--- src/rtl/mem_port_arbiter.sv ---
`default_nettype none
// mem_port_arbiter (rev 1.0): shares one MMU request/response port between instruction fetch and
// load/store, with one pending slot per requester, round-robin grant, fetch squash and response timeout.
module mem_port_arbiter #(
    parameter int unsigned TIMEOUT_CYCLES = 1024
) (
    input  logic        clk,
    input  logic        rstn,
    input  logic        fetch_request_enable,
    input  logic        freq_mode,
    input  logic [31:0] freq_addr,
    input  logic [31:0] freq_wdata,
    input  logic [3:0]  freq_wstrb,
    input  logic        fetch_flush,
    output logic        fetch_response_enable,
    output logic [31:0] fresp_data,
    input  logic        mem_request_enable,
    input  logic        mreq_mode,
    input  logic [31:0] mreq_addr,
    input  logic [31:0] mreq_wdata,
    input  logic [3:0]  mreq_wstrb,
    output logic        mem_response_enable,
    output logic [31:0] mresp_data,
    output logic        request_enable,
    output logic        req_mode,
    output logic [31:0] req_addr,
    output logic [31:0] req_wdata,
    output logic [3:0]  req_wstrb,
    input  logic        response_enable,
    input  logic [31:0] resp_data,
    output logic        resp_error,
    output logic        protocol_error,
    output logic        busy
);

    typedef enum logic [1:0] {
        IDLE      = 2'd0,
        WAIT_RESP = 2'd1,
        RESPOND   = 2'd2
    } state_t;

    typedef struct packed {
        logic        mode;
        logic [31:0] addr;
        logic [31:0] wdata;
        logic [3:0]  wstrb;
    } req_t;

    localparam int unsigned      CNT_W    = $clog2(TIMEOUT_CYCLES);
    localparam logic [CNT_W-1:0] CNT_LAST = CNT_W'(TIMEOUT_CYCLES - 1);

    state_t           state;
    state_t           state_nxt;
    req_t             f_slot;
    req_t             m_slot;
    req_t             f_in;
    req_t             m_in;
    req_t             cur_req;
    logic             f_valid;
    logic             m_valid;
    logic             cur_fetch;
    logic             squashed;
    logic             last_grant_mem;
    logic             timed_out;
    logic [CNT_W-1:0] tmo_cnt;
    logic [31:0]      resp_buf;

    logic             idle;
    logic             fetch_busy;
    logic             mem_busy;
    logic             fetch_acc;
    logic             mem_acc;
    logic             fetch_cand;
    logic             mem_cand;
    logic             grant_fetch;
    logic             grant_mem;
    logic             timeout_hit;

    assign f_in = {freq_mode, freq_addr, freq_wdata, freq_wstrb};
    assign m_in = {mreq_mode, mreq_addr, mreq_wdata, mreq_wstrb};
    assign idle = (state == IDLE);

    // A squashed fetch still occupies the port but no longer blocks a new fetch request;
    // a flush always makes room for a same-cycle fetch request.
    assign fetch_busy = f_valid | (~idle & cur_fetch & ~squashed);
    assign mem_busy   = m_valid | (~idle & ~cur_fetch);
    assign fetch_acc  = fetch_request_enable & (fetch_flush | ~fetch_busy);
    assign mem_acc    = mem_request_enable & ~mem_busy;

    assign fetch_cand  = idle & (fetch_acc | (f_valid & ~fetch_flush));
    assign mem_cand    = idle & (mem_acc | m_valid);
    assign grant_fetch = fetch_cand & (~mem_cand | last_grant_mem);
    assign grant_mem   = mem_cand & (~fetch_cand | ~last_grant_mem);

    assign timeout_hit = (state == WAIT_RESP) & ~response_enable & (tmo_cnt == CNT_LAST);

    always_ff @(posedge clk) begin
        if (!rstn) begin
            state <= IDLE;
        end else begin
            state <= state_nxt;
        end
    end

    always_comb begin
        state_nxt = state;
        case (state)
            IDLE:      if (grant_fetch || grant_mem) state_nxt = WAIT_RESP;
            WAIT_RESP: if (response_enable || timeout_hit) state_nxt = RESPOND;
            RESPOND:   state_nxt = IDLE;
            default:   state_nxt = IDLE;
        endcase
    end

    always_ff @(posedge clk) begin
        if (!rstn) begin
            f_valid        <= 1'b0;
            m_valid        <= 1'b0;
            f_slot         <= '0;
            m_slot         <= '0;
            cur_req        <= '0;
            cur_fetch      <= 1'b0;
            squashed       <= 1'b0;
            last_grant_mem <= 1'b1;
            timed_out      <= 1'b0;
            tmo_cnt        <= '0;
            resp_buf       <= '0;
            request_enable <= 1'b0;
            protocol_error <= 1'b0;
        end else begin
            request_enable <= grant_fetch | grant_mem;
            protocol_error <= protocol_error | (fetch_request_enable & ~fetch_acc)
                                             | (mem_request_enable & ~mem_acc);

            if (grant_fetch) begin
                cur_req        <= fetch_acc ? f_in : f_slot;
                cur_fetch      <= 1'b1;
                squashed       <= 1'b0;
                last_grant_mem <= 1'b0;
            end else if (grant_mem) begin
                cur_req        <= mem_acc ? m_in : m_slot;
                cur_fetch      <= 1'b0;
                squashed       <= 1'b0;
                last_grant_mem <= 1'b1;
            end else if (fetch_flush && !idle && cur_fetch) begin
                squashed <= 1'b1;
            end

            if (grant_fetch) begin
                f_valid <= 1'b0;
            end else if (fetch_acc) begin
                f_valid <= 1'b1;
                f_slot  <= f_in;
            end else if (fetch_flush) begin
                f_valid <= 1'b0;
            end

            if (grant_mem) begin
                m_valid <= 1'b0;
            end else if (mem_acc) begin
                m_valid <= 1'b1;
                m_slot  <= m_in;
            end

            tmo_cnt <= (state == WAIT_RESP) ? tmo_cnt + 1'b1 : '0;

            if (state == WAIT_RESP && response_enable) begin
                resp_buf  <= resp_data;
                timed_out <= 1'b0;
            end else if (timeout_hit) begin
                resp_buf  <= '0;
                timed_out <= 1'b1;
            end
        end
    end

    assign fetch_response_enable = (state == RESPOND) & cur_fetch & ~squashed;
    assign mem_response_enable   = (state == RESPOND) & ~cur_fetch;
    assign fresp_data            = fetch_response_enable ? resp_buf : 32'h0;
    assign mresp_data            = mem_response_enable ? resp_buf : 32'h0;
    assign resp_error            = timed_out & (fetch_response_enable | mem_response_enable);
    assign busy                  = ~idle;

    assign req_mode  = cur_req.mode;
    assign req_addr  = cur_req.addr;
    assign req_wdata = cur_req.wdata;
    assign req_wstrb = cur_req.wstrb;

endmodule
`default_nettype wire

--- config.mk ---
export PLATFORM = sky130hd
export DESIGN_NAME = mem_port_arbiter
export DESIGN_NICKNAME = d
export VERILOG_FILES = /design/src/rtl/mem_port_arbiter.sv
export SDC_FILE = /design/constraint.sdc
export NUM_CORES = 1
export LEC_CHECK = 0
export ABC_AREA = 1
export BUFFER_PORTS_ARGS = -buffer_cell sky130_fd_sc_hd__buf_4
export CORE_ASPECT_RATIO = 1.2
export CORE_UTILIZATION = 50
export CTS_CLUSTER_SIZE = 40
export DETAILED_ROUTE_END_ITERATION = 7
export PLACE_DENSITY = 0.75
export SYNTH_ARGS = -nofsm -noshare
export SYNTH_HDL_FRONTEND = slang
export SYNTH_SLANG_ARGS = --single-unit
--- constraint.sdc ---
create_clock -name clk -period 2 [get_ports clk]
set_clock_uncertainty 0.05 [all_clocks]
set_input_delay 0.1 -clock clk [delete_from_list [all_inputs] [get_ports clk]]
set_output_delay 0.1 -clock clk [all_outputs]
set_load 0.05 [all_outputs]
* Word-level counts from Yosys, hierarchy flattened
Cells that the tools add are included.
** Operators by class
- Reductions and logical operators :: 16
- Bitwise logic cells :: 42
- Shifts and indexed selects :: 0
- Order comparisons :: 0
- Muxes and demuxes :: 17
- Multipliers :: 0
- Div/mod/pow operators :: 0
- Add/subtract/negate cells :: 1
- Eq/ne operators :: 5
** Operators by type and width (count)
- 69-bit two-way mux :: 4
- 32-bit two-way mux :: 4
- 1-bit bitwise AND :: 18
- 1-bit inverter :: 13
- 1-bit bitwise OR :: 11
- 10-bit by 1-bit adder with 10-bit output, second input constant :: 1
- 10-bit equality test, second input constant :: 1
- 1-bit two-way mux :: 6
- 2-bit nonzero test :: 3
- 2-bit OR reduction :: 3
- 2-bit two-way mux :: 2
- 2-bit by 1-bit != test with 1-bit output, second input constant :: 2
- 2-bit one-hot mux with 2 select lines :: 1
- 2-bit AND reduction :: 2
- 1-bit logical AND :: 3
- 3-bit OR reduction :: 1
- 2-bit by 1-bit equality test with 1-bit output, second input constant :: 1
- 2-bit equality test, second input constant :: 1
- 2-bit zero test :: 1
- 1-bit logical OR :: 2
- 1-bit zero test :: 1
** Storage, ports and cells
- Memory bits (read-only) :: 0
- Bits in writable memories :: 0
- Input bits :: 176
- Memories :: 0
- Word-level logic and storage cells :: 104
- Bits in registers :: 259
- Latch bits :: 0

* Logic depth before layout (Yosys ltp)
- Depth in word-level cells :: 16
- Gate-level depth with buffers :: 12
- Mapped depth without buffers :: 11

* Worst setup path before layout
Ideal clock, no wire load.
- Path kind :: reg2out
- From :: register cur_fetch
- To :: output port fresp_data[10]
- Setup slack :: -1474 ps
- Data arrival time :: 3324 ps
- Stages on the path, launching flop included :: 6
- Required time :: 1850 ps
- Cells stage by stage :: dfxtp_1 > inv_2 > nor4_1 > inv_1 > clkbuf_1 > nor2_1
** On the way
- Cells in the longest elaborated chain, start to end :: 3
** RTL lines
- from (decl) :: line 61 : logic cur_fetch;
- from (signal assigned) :: line 122 : cur_fetch <= 1'b0;
- from (signal assigned) :: line 137 : cur_fetch <= 1'b1;
- from (signal assigned) :: line 142 : cur_fetch <= 1'b0;
- 1-bit bitwise AND (2 in series) :: line 177 : assign fetch_response_enable = (state == RESPOND) & cur_fetch & ~squashed;
- via fetch_response_enable :: line 15 : output logic fetch_response_enable,
- 32-bit two-way mux :: line 179 : assign fresp_data = fetch_response_enable ? resp_buf : 32'h0;
- to (decl) :: line 16 : output logic [31:0] fresp_data,
The timed path passes the listed nets, and every way through them passes these cells.

* Final worst setup path
- From :: register state[0]
- To :: output port fresp_data[13]
** On the way
- Cells in the longest elaborated chain, start to end :: 4
** RTL lines
- from (decl) :: line 52 : state_t state;
- from (signal assigned) :: line 101 : state <= state_nxt;
- 2-bit equality test :: line 177
- 1-bit bitwise AND (2 in series) :: line 177
- 32-bit two-way mux :: line 179
No other way between the ends.

==> results.toml <==
[layout]
num-fill-cells = 1746
final_common_cell = "nand2_1"
regArea_um2 = 5190
multi_input_area_um2 = 7060
fin_util_pct = 76.9
final_area_um2 = 19500
final_cell_mix = "463 x nand2_1, 379 x nand3_1, 287 x buf_4"
post_route_cells_drive_above_1_share_pct = 22.0
area_growth_pct = 51.3
final_nets = 2571
n_antenna_cell = 0

[placed_design]
gp_congestion = 0.822
portBuffers = 314
place_area_um2 = 16000
place_hpwl_um = 28000
dp_slack_ns = 0.0499

[critical_path]
r2r_start = "state[0]$_SDFFE_PN0P_"
cpMostUsedCell = "buf_6"
path_class = "reg -> out"
cp_max_fo = 5
worstPathCellList = "buf_6, nor4_4, inv_2, buf_6, buf_12, buf_16, nor2_4, buf_8"
slowest_stage = "dfxtp_2"
path_buf_inv = 6
r2r-end = "req_wdata[22]$_SDFFE_PN0P_"
crit_start = "state[0]$_SDFFE_PN0P_"
crit_family = "buffers and inverters"
rrSetupSlack_ns = 0.05
worstRegToRegCells = 11
critPathRequiredTime_ns = 1.85
crit_path_start_kind = "flip-flop"
cp-end-kind = "primary output"
cpPeakStageDelay_ns = 0.32
critical_path_arrival_ns = 2.08

[clock_network]
clkSinkCount = 259
cts_buffers = 27
cts_root_buffer = "clkbuf_16"
insertion_delay_ns = 0.53
clock_path_buffers = 3
cts_tree = "yes"
path_clk_slew_ns = 0.06
h-tree-depth = 1

[floorplan]
initial_utilization_pct = 50.8
rows = 64
fp.coreArea_um2 = 25400
dieArea_um2 = 26500
die_h_um = 178
die_x_um = 149
pin_count = 315

[worst_hold_path]
hp-start = "freq_wdata[22]"
min_delay_path_depth = 5
worstHoldEndpoint = "f_slot[26]$_SDFFE_PN0P_"
hold_path_class = "in -> reg"

[power]
p_leak_nw = 8.87
p_total_w = 0.0201
pwr_density_cell_nw_per_um2 = 1030
ir_drop_v = 0.000721

[outcome]
status = "finished, violations left"
violations = "setup timing"

[logic_synthesis]
synth_edf_count = 0
postSynth.asyncResetShare_pct = 0
ys_seq_area_share_pct = 40.2
syn_area_um2 = 12900
netlist_instances = 1976
ys_ff_latch = 259
ys.warnings.count = 0
syn-num-nets = 2153
avgSynthCellArea_um2 = 6.53
synthFlopType = "dfxtp_1"
yosysUniqueCellTypes = 30

[job]
cap_violations = 0

[timing]
relSlewSlack_pct = 46.4
finalMaxSlewViolations = 0
max_freq_ghz = 0.448
finalCriticalPeriod_ns = 2.23
fin_tns_setup_ns = -7.14
final_hold_viol_count = 0
tightest_slew_ns = 0.803
finalCritPeriodShare_pct = 112
worst_slack_ns = -0.231
setup_viol = 65
rsz0062_at_grt = "true"

[route]
vias = 16200
drt_first_pass_iters = 8
drt_iter0_drc = 1507
drc_errors = 0
routedWlPerCell_um = 19.5
ant_nets = 0
vias_per_cell = 5.89
drt_wl_total_um = 53400

[global_routing]
grt_pass1_vias = 15100
grt_antenna_before_repair = 0
grt_pass1_wl_um = 78800
grt_remaining_overflow = 0
grt_start_max_net_pins = 142
grt_util_all_layers_pct = 37.3
[Yosys cell counts, types with 2 or more instances]
library cell / count / share of area, %
inv_2: 5 / 0.15
nand3_4: 2 / 0.27
nand3_1: 380 / 15
nand2_2: 3 / 0.15
nand4_1: 138 / 6.7
dfxtp_1: 259 / 40
a21oi_1: 111 / 4.3
o21ai_0: 49 / 1.9
buf_2: 69 / 2.7
clkbuf_1: 89 / 2.6
nor2_1: 217 / 6.3
xor2_1: 2 / 0.14
nor2_2: 2 / 0.097
or2_2: 2 / 0.097
nor3_1: 6 / 0.23
nand2_4: 2 / 0.17
buf_1: 14 / 0.41
o21ai_1: 23 / 0.89
buf_4: 6 / 0.35
nand2_1: 468 / 14
inv_1: 120 / 3.5
[registers in the layout, summed over array words and instances (netlist names)]
signal / count
m_slot: 69
protocol_error: 1
f_valid: 1
squashed: 1
tmo_cnt: 10
m_valid: 1
timed_out: 1
state: 2
req_wdata: 32
request_enable: 1
req_wstrb: 4
req_addr: 32
f_slot: 69
req_mode: 1
resp_buf: 32
cur_fetch: 1
last_grant_mem: 1
[logic make-up (layout without fill, tap and decap cells)]
group / count (synthesis) / after routing / synth area share (%)
flops: 259 / 259 / 40.2
buf+inv: 305 / 740 / 9.77
compound gates: 187 / 187 / 7.32
xor+xnor: 2 / 2 / 0.136
fa+ha+maj: 1 / 1 / 0.0969
simple gates: 1222 / 1222 / 42.5
[cell type report]
type	count	share of cell area, %
Multi-Input combinational cell	1412	36.2
Timing Repair Buffer	568	28.6
Sequential cell	259	26.6
Clock buffer	38	3.88
Inverter	126	2.47
Tap cell	330	2.11
Clock inverter	8	0.218
[report_power, final]
group,switching (W),leakage [nW],internal (W)
clock,0.00210,0.397,0.00262
sequential,0.000558,2.12,0.00611
combinational,0.00576,6.35,0.00297
[metrics by stage]
stage,hold WS [ns],cells
finish,0.0816,2741
global route,0.0929,2741
CTS,0.0169,2730
detailed placement,0.319,2495
global placement,0.316,2495
floorplan,0.199,1976
[tightest hold or removal path, stage by stage]
cell,delay [ns]
buf_4,0.08
nand4_1,0.14
nand2_1,0.15
nor2_1,0.06
nor2_1,0.10
[worst max-delay path by stage]
stage                                   end  slack, ns  cells after the start
finish                       fresp_data[13]      -0.23                      8
global route                 fresp_data[13]      -0.30                      8
CTS                           fresp_data[8]      -0.13                      8
detailed placement    squashed$_SDFFE_PP0P_       0.05                     10
global placement    f_slot[28]$_SDFFE_PN0P_       0.09                      9
floorplan                     fresp_data[0]      -0.12                      4
[layer usage]
| metal | vias up | global-route usage [%] | routed length, um |
|---|---|---|---|
| li1 | 7396 | - | - |
| met4 | 0 | 19.7 | 2960 |
| met3 | 234 | 6.62 | 5260 |
| met1 | 7457 | 43.4 | 19200 |
| met2 | 1068 | 65.1 | 26000 |
| met5 | - | 0 | 0 |
[what timing repair did]
action	4_1_cts	5_1_grt
cloned	6	4
setup buffers	10	7
pin swaps	7	6
gates resized for setup	104	47
hold endpoints to repair	176	1
hold buffers	173	1
endpoints found under the setup margin	55	210
Power figures use the tool's default switching activity.
